### src/rtl/sync_launch.sv
`default_nettype none
// +--------------------------------------------------------------------------+
// | sync_launch: holds a word + qualifier for a clk_b synchronizer; optional |
// | accepted-word counter via SYNC_LAUNCH_XFER_CNT_EN.  Rev 1.0              |
// +--------------------------------------------------------------------------+
module sync_launch #(
  parameter int HOLD_CYCLES = 4,
  parameter int GAP_CYCLES  = 2
) (
  input  logic       clk_a,
  input  logic       arstn,
  input  logic       in_valid,
  input  logic [3:0] in_data,
  output logic       in_ready,
  output logic [3:0] data_in,
  output logic       data_en,
`ifdef SYNC_LAUNCH_XFER_CNT_EN
  output logic [7:0] xfer_cnt,
`endif
  output logic       busy
);

  typedef enum logic [1:0] {
    IDLE = 2'd0,
    HOLD = 2'd1,
    GAP  = 2'd2
  } state_t;

  localparam logic [7:0] HOLD_LOAD = 8'(HOLD_CYCLES - 1);
  localparam logic [7:0] GAP_LOAD  = (GAP_CYCLES > 0) ? 8'(GAP_CYCLES - 1) : 8'd0;

  state_t     state;
  logic [7:0] cnt;

  assign in_ready = (state == IDLE);
  assign busy     = (state != IDLE);

  // data_in is only written on acceptance, so it stays put through GAP and IDLE
  always_ff @(posedge clk_a or negedge arstn) begin
    if (!arstn) begin
      state   <= IDLE;
      cnt     <= 8'd0;
      data_in <= 4'h0;
      data_en <= 1'b0;
    end else begin
      case (state)
        IDLE: begin
          if (in_valid) begin
            data_in <= in_data;
            data_en <= 1'b1;
            cnt     <= HOLD_LOAD;
            state   <= HOLD;
          end
        end
        HOLD: begin
          if (cnt == 8'd0) begin
            data_en <= 1'b0;
            if (GAP_CYCLES == 0) begin
              state <= IDLE;
            end else begin
              cnt   <= GAP_LOAD;
              state <= GAP;
            end
          end else begin
            cnt <= cnt - 8'd1;
          end
        end
        GAP: begin
          if (cnt == 8'd0) begin
            state <= IDLE;
          end else begin
            cnt <= cnt - 8'd1;
          end
        end
        default: begin
          data_en <= 1'b0;
          state   <= IDLE;
        end
      endcase
    end
  end

`ifdef SYNC_LAUNCH_XFER_CNT_EN
  always_ff @(posedge clk_a or negedge arstn) begin
    if (!arstn) begin
      xfer_cnt <= 8'd0;
    end else if (in_valid && in_ready) begin
      xfer_cnt <= xfer_cnt + 8'd1;
    end
  end
`endif

endmodule
`default_nettype wire

### config.mk
export PLATFORM = sky130hd
export DESIGN_NAME = sync_launch
export DESIGN_NICKNAME = d
export VERILOG_FILES = /design/src/rtl/sync_launch.sv
export SDC_FILE = /design/constraint.sdc
export NUM_CORES = 1
export LEC_CHECK = 0
export CAP_MARGIN = 20
export CORE_AREA = 3 3 48 50
export CTS_CLUSTER_DIAMETER = 150
export DETAILED_ROUTE_END_ITERATION = 10
export DIE_AREA = 0 0 51 53
export PLACE_DENSITY = 0.68
export SYNTH_ARGS = -nofsm -noshare
export SYNTH_HDL_FRONTEND = slang
export SYNTH_SLANG_ARGS = --single-unit
### constraint.sdc
create_clock -name clk_a -period 3.7 [get_ports clk_a]
set_clock_uncertainty 0.2 [all_clocks]
set_input_delay 0.555 -clock clk_a [delete_from_list [all_inputs] [get_ports clk_a]]
set_output_delay 0.555 -clock clk_a [all_outputs]
set_load 0.01 [all_outputs]
==> results of run 1 <==
-- state kept, by name (all words and copies together) (netlist names) --
register	count
cnt	8
data_in	4
state	2
data_en	1
-- through the flow --
| step | hold WS, ns | instances | worst slack [ns] | util | cell area [sq um] |
|---|---|---|---|---|---|
| floorplan | 0.0594 | 84 | 1.71 | - | 871 |
| global route | 0.340 | 127 | 1.19 | 0.544 | 1060 |
| detailed placement | 0.293 | 123 | 1.30 | 0.530 | 1030 |
| CTS | 0.317 | 127 | 1.26 | 0.544 | 1060 |
| global placement | 0.286 | 123 | 1.34 | 0.530 | 1030 |
| finish | 0.316 | 127 | 1.29 | 0.544 | 1060 |
-- power breakdown --
group          leakage [nW]  internal [mW]  total (mW)  switching [mW]
clock network        0.0177         0.0401      0.0955          0.0553
logic                 0.249          0.237       0.479           0.242
registers             0.189          0.227       0.284          0.0570
total                 0.456          0.504       0.858           0.354
-- layout make-up --
| cell class | instances | area share |
|---|---|---|
| multi-input combinational | 62 | 0.443 |
| sequential | 15 | 0.355 |
| timing repair buffer | 13 | 0.123 |
| tap | 27 | 0.0320 |
| clock buffer | 3 | 0.0213 |
| inverter | 6 | 0.0213 |
| clock inverter | 1 | 0.00473 |
-- worst paths after layout --
path                                        start                      to  slack [ns]  cells after the start
min                        data_in[0]$_DFFE_PN0P_  data_in[0]$_DFFE_PN0P_        0.32                      1
max                          state[0]$_DFFE_PN0P_                    busy        1.29                      4
max reg2reg                  state[0]$_DFFE_PN0P_      cnt[5]$_DFFE_PN0P_        1.55                      6
min in group asynchronous                   arstn      cnt[1]$_DFFE_PN0P_        0.47                      1
min reg2reg                data_in[0]$_DFFE_PN0P_  data_in[0]$_DFFE_PN0P_        0.32                      1
max in group asynchronous                   arstn  data_in[2]$_DFFE_PN0P_        2.39                      1
-- critical path, delay by kind of cell (launching register included) --
kind                       cells  cell delay (ns)
adders and majority gates      1             0.25
DFF                            1             0.41
buffers and inverters          3             0.71
-- logic make-up after synthesis --
group                    synth area share
AO/OA/AOI/OAI                       0.211
XOR/XNOR                           0.0101
adder cells (fa/ha/maj)            0.0862
buffers and inverters              0.0316
flip-flops                          0.431
multiplexers                       0.0632
AND/OR/NAND/NOR                     0.167
-- placed cells by master, fill, tap and decap left out, types with 2 or more instances in the layout --
| cell type | n |
|---|---|
| clkbuf_4 | 3 |
| nand2_1 | 8 |
| o21ai_0 | 3 |
| mux2_2 | 4 |
| nor2_1 | 9 |
| a31oi_1 | 3 |
| a21oi_1 | 4 |
| inv_1 | 6 |
| ha_1 | 6 |
| clkdlybuf4s50_1 | 13 |
| nor3_1 | 2 |
| dfrtp_1 | 15 |
-- routing by layer --
layer,share of wire,up-vias,global-route usage
li1,-,342,-
met1,0.47,304,0.171
met2,0.49,10,0.245
met3,0.047,0,0.0648
met4,0,0,0.0762
met5,0,-,0
==> impl_results.md, run 1 <==
- PortBufs: 13
- Slew @ Worst Pin: 0.701 ns
- Crit-path max FO: 5
- Clk buf depth: 2
- Count leader, synth: dfrtp_1
- Post-synthesis instance total: 84
- HP Class: reg -> reg
- Gr ovfl total: 0
- CTS Sinks: 15
- DRC: 0
- FMAX: 0.414 GHz
- Slowest-stage cell, CP: clkdlybuf4s50_1
- Vias in the first global route: 720
- Synth unique cells: 34
- # IOs: 14
- Hold Buf Count CTS: 0
- Worst vdd ir: 0.544 mV
- Initial DRC Count: 10
- Fin. max-slew vios: 0
- Fillers: 178
- Pwr/cell area: 812 nW/um^2
- Gr usage total: 0.152
- Synth area leader: dfrtp_1
- Flops & latches, synth: 15
- Routed wire length: 1670 um
- Worst setup EP type: output port
- Placer Congestion: 0.855
- Most used cell, CP: inv_1
- Final worst-path cycle share: 0.653
- Post-CTS Setup Inserts: 0
- CTS tree: built
- Critical path startpoint category: register
- Die height: 53 um
- Avg Cell Area, Syn: 10.4 sq um
- CORE AREA: 1940 sq um
- Area growth, synth to finish: 21.4%
- Synth Net Count: 97
- First-pass GRT wire length: 3060 um
- Inserted Clock Buffers: 3
- FF+latch area: 375 sq um
- Total Power: 0.858 mW
- Top_reg_cell synth: dfrtp_1
- Row count: 16
- DIE WIDTH: 51 um
- ANT cells: 0
- Top cell type's share of synthesized area: 0.431
- Worst skew pair latency: 0.29 ns
- Via count of the routed design: 656
- Register area share after synthesis: 0.431
- Synthesis Warnings: 0
- Critical path cell sequence: inv_1 -> ha_1 -> inv_1 -> clkdlybuf4s50_1
- Clock root cell: clkbuf_4
- Async set-or-reset flop fraction in the synthesized netlist: 1.00
- Die area: 2700 sq um
- Clock transition at path regs: 0.10 ns
- Worst Path Required: 2.94 ns
- Antenna violations before repair: 0
- Antenna violation net count after detailed routing: 0
- Initial DRT Pass Iterations: 4
- Tmin final: 2.41 ns
- Synth Cell Area: 871 sq um
- Rel. slew slack: 0.530
- WL/cell: 13.2 um
- Leakage power: 0.456 nW
- DP HPWL: 1290 um
- Most frequent cells after synthesis: dfrtp_1 (15), nor2_1 (9), nand2_1 (8), ha_1 (6), inv_1 (6)
- Largest net degree at the start of global routing: 16
- Status: finished clean
- Worst EP arrival: 1.66 ns
- Initial Util: 0.448
- Post_cts resized: 0
- Crit path kind: reg -> out
- CP peak stage delay: 0.54 ns
- Hold Vio Cnt, Final: 0
- Top post-synthesis cells by area: dfrtp_1 (43%), ha_1 (8.6%), mux2_2 (5.2%)
- Nets: 114
- CTS H-tree lvls: 1
- Number of max-cap violations: 0
- RSZ-0062 raised after global routing: false
- Post-synth EDFFs: 0
- Area of the multi-input gates: 468 sq um
- Layout cells sized above 1: 0.140
- Endpoints failing setup: 0
- Final TNS setup: 0 ns
- Vias per Instance: 5.17
(Power assumes the default switching activity.)
==> run 2, diff against run 1 <==
--- a/config.mk
+++ b/config.mk
@@ -10,7 +10,7 @@
 export CTS_CLUSTER_DIAMETER = 150
 export DETAILED_ROUTE_END_ITERATION = 10
 export DIE_AREA = 0 0 51 53
-export PLACE_DENSITY = 0.68
+export PLACE_DENSITY = 0.7
 export SYNTH_ARGS = -nofsm -noshare
 export SYNTH_HDL_FRONTEND = slang
 export SYNTH_SLANG_ARGS = --single-unit
==> constraint.sdc (replaced) <==
create_clock -name clk_a -period 2.2 [get_ports clk_a]
set_clock_uncertainty 0.2 [all_clocks]
set_input_delay 0.33 -clock clk_a [delete_from_list [all_inputs] [get_ports clk_a]]
set_output_delay 0.33 -clock clk_a [all_outputs]
set_load 0.01 [all_outputs]
==> run 2 against run 1 <==
Against the previous run:
- critical path depth decreased by 1
- largest power group unchanged
- critical path type unchanged
- wire length increased by 2.0%
- die area stayed put
==> impl_results.md, run 2 (synthesis results as in run 1) <==
- Status: finished clean (unchanged)
- Initial Util: 0.448 (unchanged)
- Clk buf depth: 2 (unchanged)
- Hold Vio Cnt, Final: 0 (unchanged)
- DIE WIDTH: 51 um (unchanged)
- CTS Sinks: 15 (unchanged)
- First-pass GRT wire length: 2860 um (was 3060 um)
- PortBufs: 13 (unchanged)
- FMAX: 0.472 GHz
- Initial DRC Count: 10 (unchanged)
- Die height: 53 um (unchanged)
- Antenna violations before repair: 0 (unchanged)
- Tmin final: 2.12 ns
- Initial DRT Pass Iterations: 4 (unchanged)
- Placed Cells: 131 (was 123)
- Row count: 16 (unchanged)
- Placer Congestion: 0.867 (was 0.855)
- Critical path cell sequence: inv_1 -> ha_1 -> clkdlybuf4s50_1 (was inv_1 -> ha_1 -> inv_1 -> clkdlybuf4s50_1)
- Routed wire length: 1710 um (was 1670 um)
- Critical path startpoint category: register (unchanged)
- Vias per Instance: 5.23 (was 5.17)
- Worst vdd ir: 0.667 mV (was 0.544 mV)
- Final worst-path cycle share: 0.964
- Top flop regs: cnt: 8 flops, data_in: 4 flops, state: 2 flops (unchanged)
- Fin. max-slew vios: 0 (unchanged)
- CORE AREA: 1940 sq um (unchanged)
- RSZ-0062 raised after global routing: false (unchanged)
- Final cell count without fillers: 137 (was 127)
- ANT cells: 0 (unchanged)
- Worst skew pair latency: 0.28 ns (was 0.29 ns)
- Commonest cells after routing, fill and taps aside: dfrtp_1 (15), clkdlybuf4s50_1 (12), buf_4 (10) (was dfrtp_1 (15), clkdlybuf4s50_1 (13), nor2_1 (9))
- Via count of the routed design: 716 (was 656)
- Antenna violation net count after detailed routing: 0 (unchanged)
- Gr usage total: 0.141 (was 0.152)
- Area growth, synth to finish: 30.3% (was 21.4%)
- CP peak stage delay: 0.56 ns (was 0.54 ns)
- Inserted Clock Buffers: 3 (unchanged)
- Vias in the first global route: 687 (was 720)
- Final core occ: 0.584 (was 0.544)
- Final setup margin: 0.0794 ns (was 1.29 ns)
- HP Class: in -> async (was reg -> reg)
- Nets: 124 (was 114)
- CTS tree: built (unchanged)
- Slowest-stage cell, CP: clkdlybuf4s50_1 (unchanged)
- Crit path kind: reg -> out (unchanged)
- Largest register FFs: 8 (unchanged)
- Final TNS setup: 0 ns (unchanged)
- Number of max-cap violations: 0 (unchanged)
- Commonest non-fill, non-tap cell in the layout: dfrtp_1 (unchanged)
- DP HPWL: 1340 um (was 1290 um)
- WL/cell: 12.5 um (was 13.2 um)
- # IOs: 14 (unchanged)
- Rel. slew slack: 0.699 (was 0.530)
- Biggest register: cnt (unchanged)
- Hold Buf Count CTS: 0 (unchanged)
- Gr ovfl total: 0 (unchanged)
- Fillers: 167 (was 178)
- Pwr/cell area: 1350 nW/um^2 (was 812 nW/um^2)
- Endpoints failing setup: 0 (unchanged)
- Worst setup EP type: output port (unchanged)
- DRC: 0 (unchanged)
- Crit-path max FO: 5 (unchanged)
- Clock transition at path regs: 0.09 ns (was 0.10 ns)
- Worst EP arrival: 1.59 ns (was 1.66 ns)
- Slew @ Worst Pin: 0.448 ns (was 0.701 ns)
- Worst Path Required: 1.67 ns (was 2.94 ns)
- Leakage power: 0.515 nW (was 0.456 nW)
- Die area: 2700 sq um (unchanged)
- Clock root cell: clkbuf_4 (unchanged)
- Layout cells sized above 1: 0.218 (was 0.140)
- Pre-CTS WS: 0.158 ns (was 1.30 ns)
- Largest net degree at the start of global routing: 16 (unchanged)
- CTS H-tree lvls: 1 (unchanged)
-- run 2: through the flow --
step                      cell area (sq um)  power [mW]  hold WS (ns)
after floorplan                         871        1.02        -0.166
after global placement                 1090        1.34         0.288
after detailed placement               1090        1.36         0.292
after CTS                              1120        1.52         0.156
after global routing                   1130        1.66         0.165
final                                  1130        1.53         0.150
-- run 2: per-layer routing --
layer	wire, um	GRT usage	vias to the layer above
li1	-	-	356
met1	800	0.175	351
met2	848	0.230	7
met3	51	0.0282	2
met4	8	0.0762	0
met5	0	0	-
-- run 2: repair_timing --
action / CTS / global route
buffers inserted: 0 / 2
resized for setup: 0 / 1
setup endpoints to repair: 0 / 1
-- run 2: path summary, 6_finish.rpt --
kind                                           start  depth (start not counted)                   to  slack (ns)
worst max-delay path            state[0]$_DFFE_PN0P_                          3             in_ready        0.08
worst max register to register  state[0]$_DFFE_PN0P_                          6   cnt[6]$_DFFE_PN0P_        0.16
max in group asynchronous                      arstn                          2  data_en$_DFFE_PN0P_        1.47
worst min register to register   data_en$_DFFE_PN0P_                          1  data_en$_DFFE_PN0P_        0.31
worst min-delay path                           arstn                          2   cnt[1]$_DFFE_PN0P_        0.15
min in group clk_a               data_en$_DFFE_PN0P_                          1  data_en$_DFFE_PN0P_        0.31
-- run 2: area by class of cell --
cell class                 instances  area [sq um]  share of cell area
multi-input combinational         62           468               0.412
sequential                        15           375               0.331
clock buffer                       3          22.5              0.0198
timing repair buffer              23           208               0.183
inverter                           6          22.5              0.0198
tap                               27          33.8              0.0298
clock inverter                     1          5.00             0.00441
-- run 2: worst max-delay path, delay by kind of cell (launching register included) --
family / cells / cell delay [ns]
flip-flops: 1 / 0.42
adder cells (fa/ha/maj): 1 / 0.23
buffers and inverters: 2 / 0.65
-- run 2: power breakdown --
part / internal (mW) / switching [mW] / leakage [nW]
Clock: 0.0674 / 0.0888 / 0.0177
Combinational: 0.471 / 0.426 / 0.309
Sequential: 0.381 / 0.0920 / 0.189
Total: 0.920 / 0.607 / 0.515
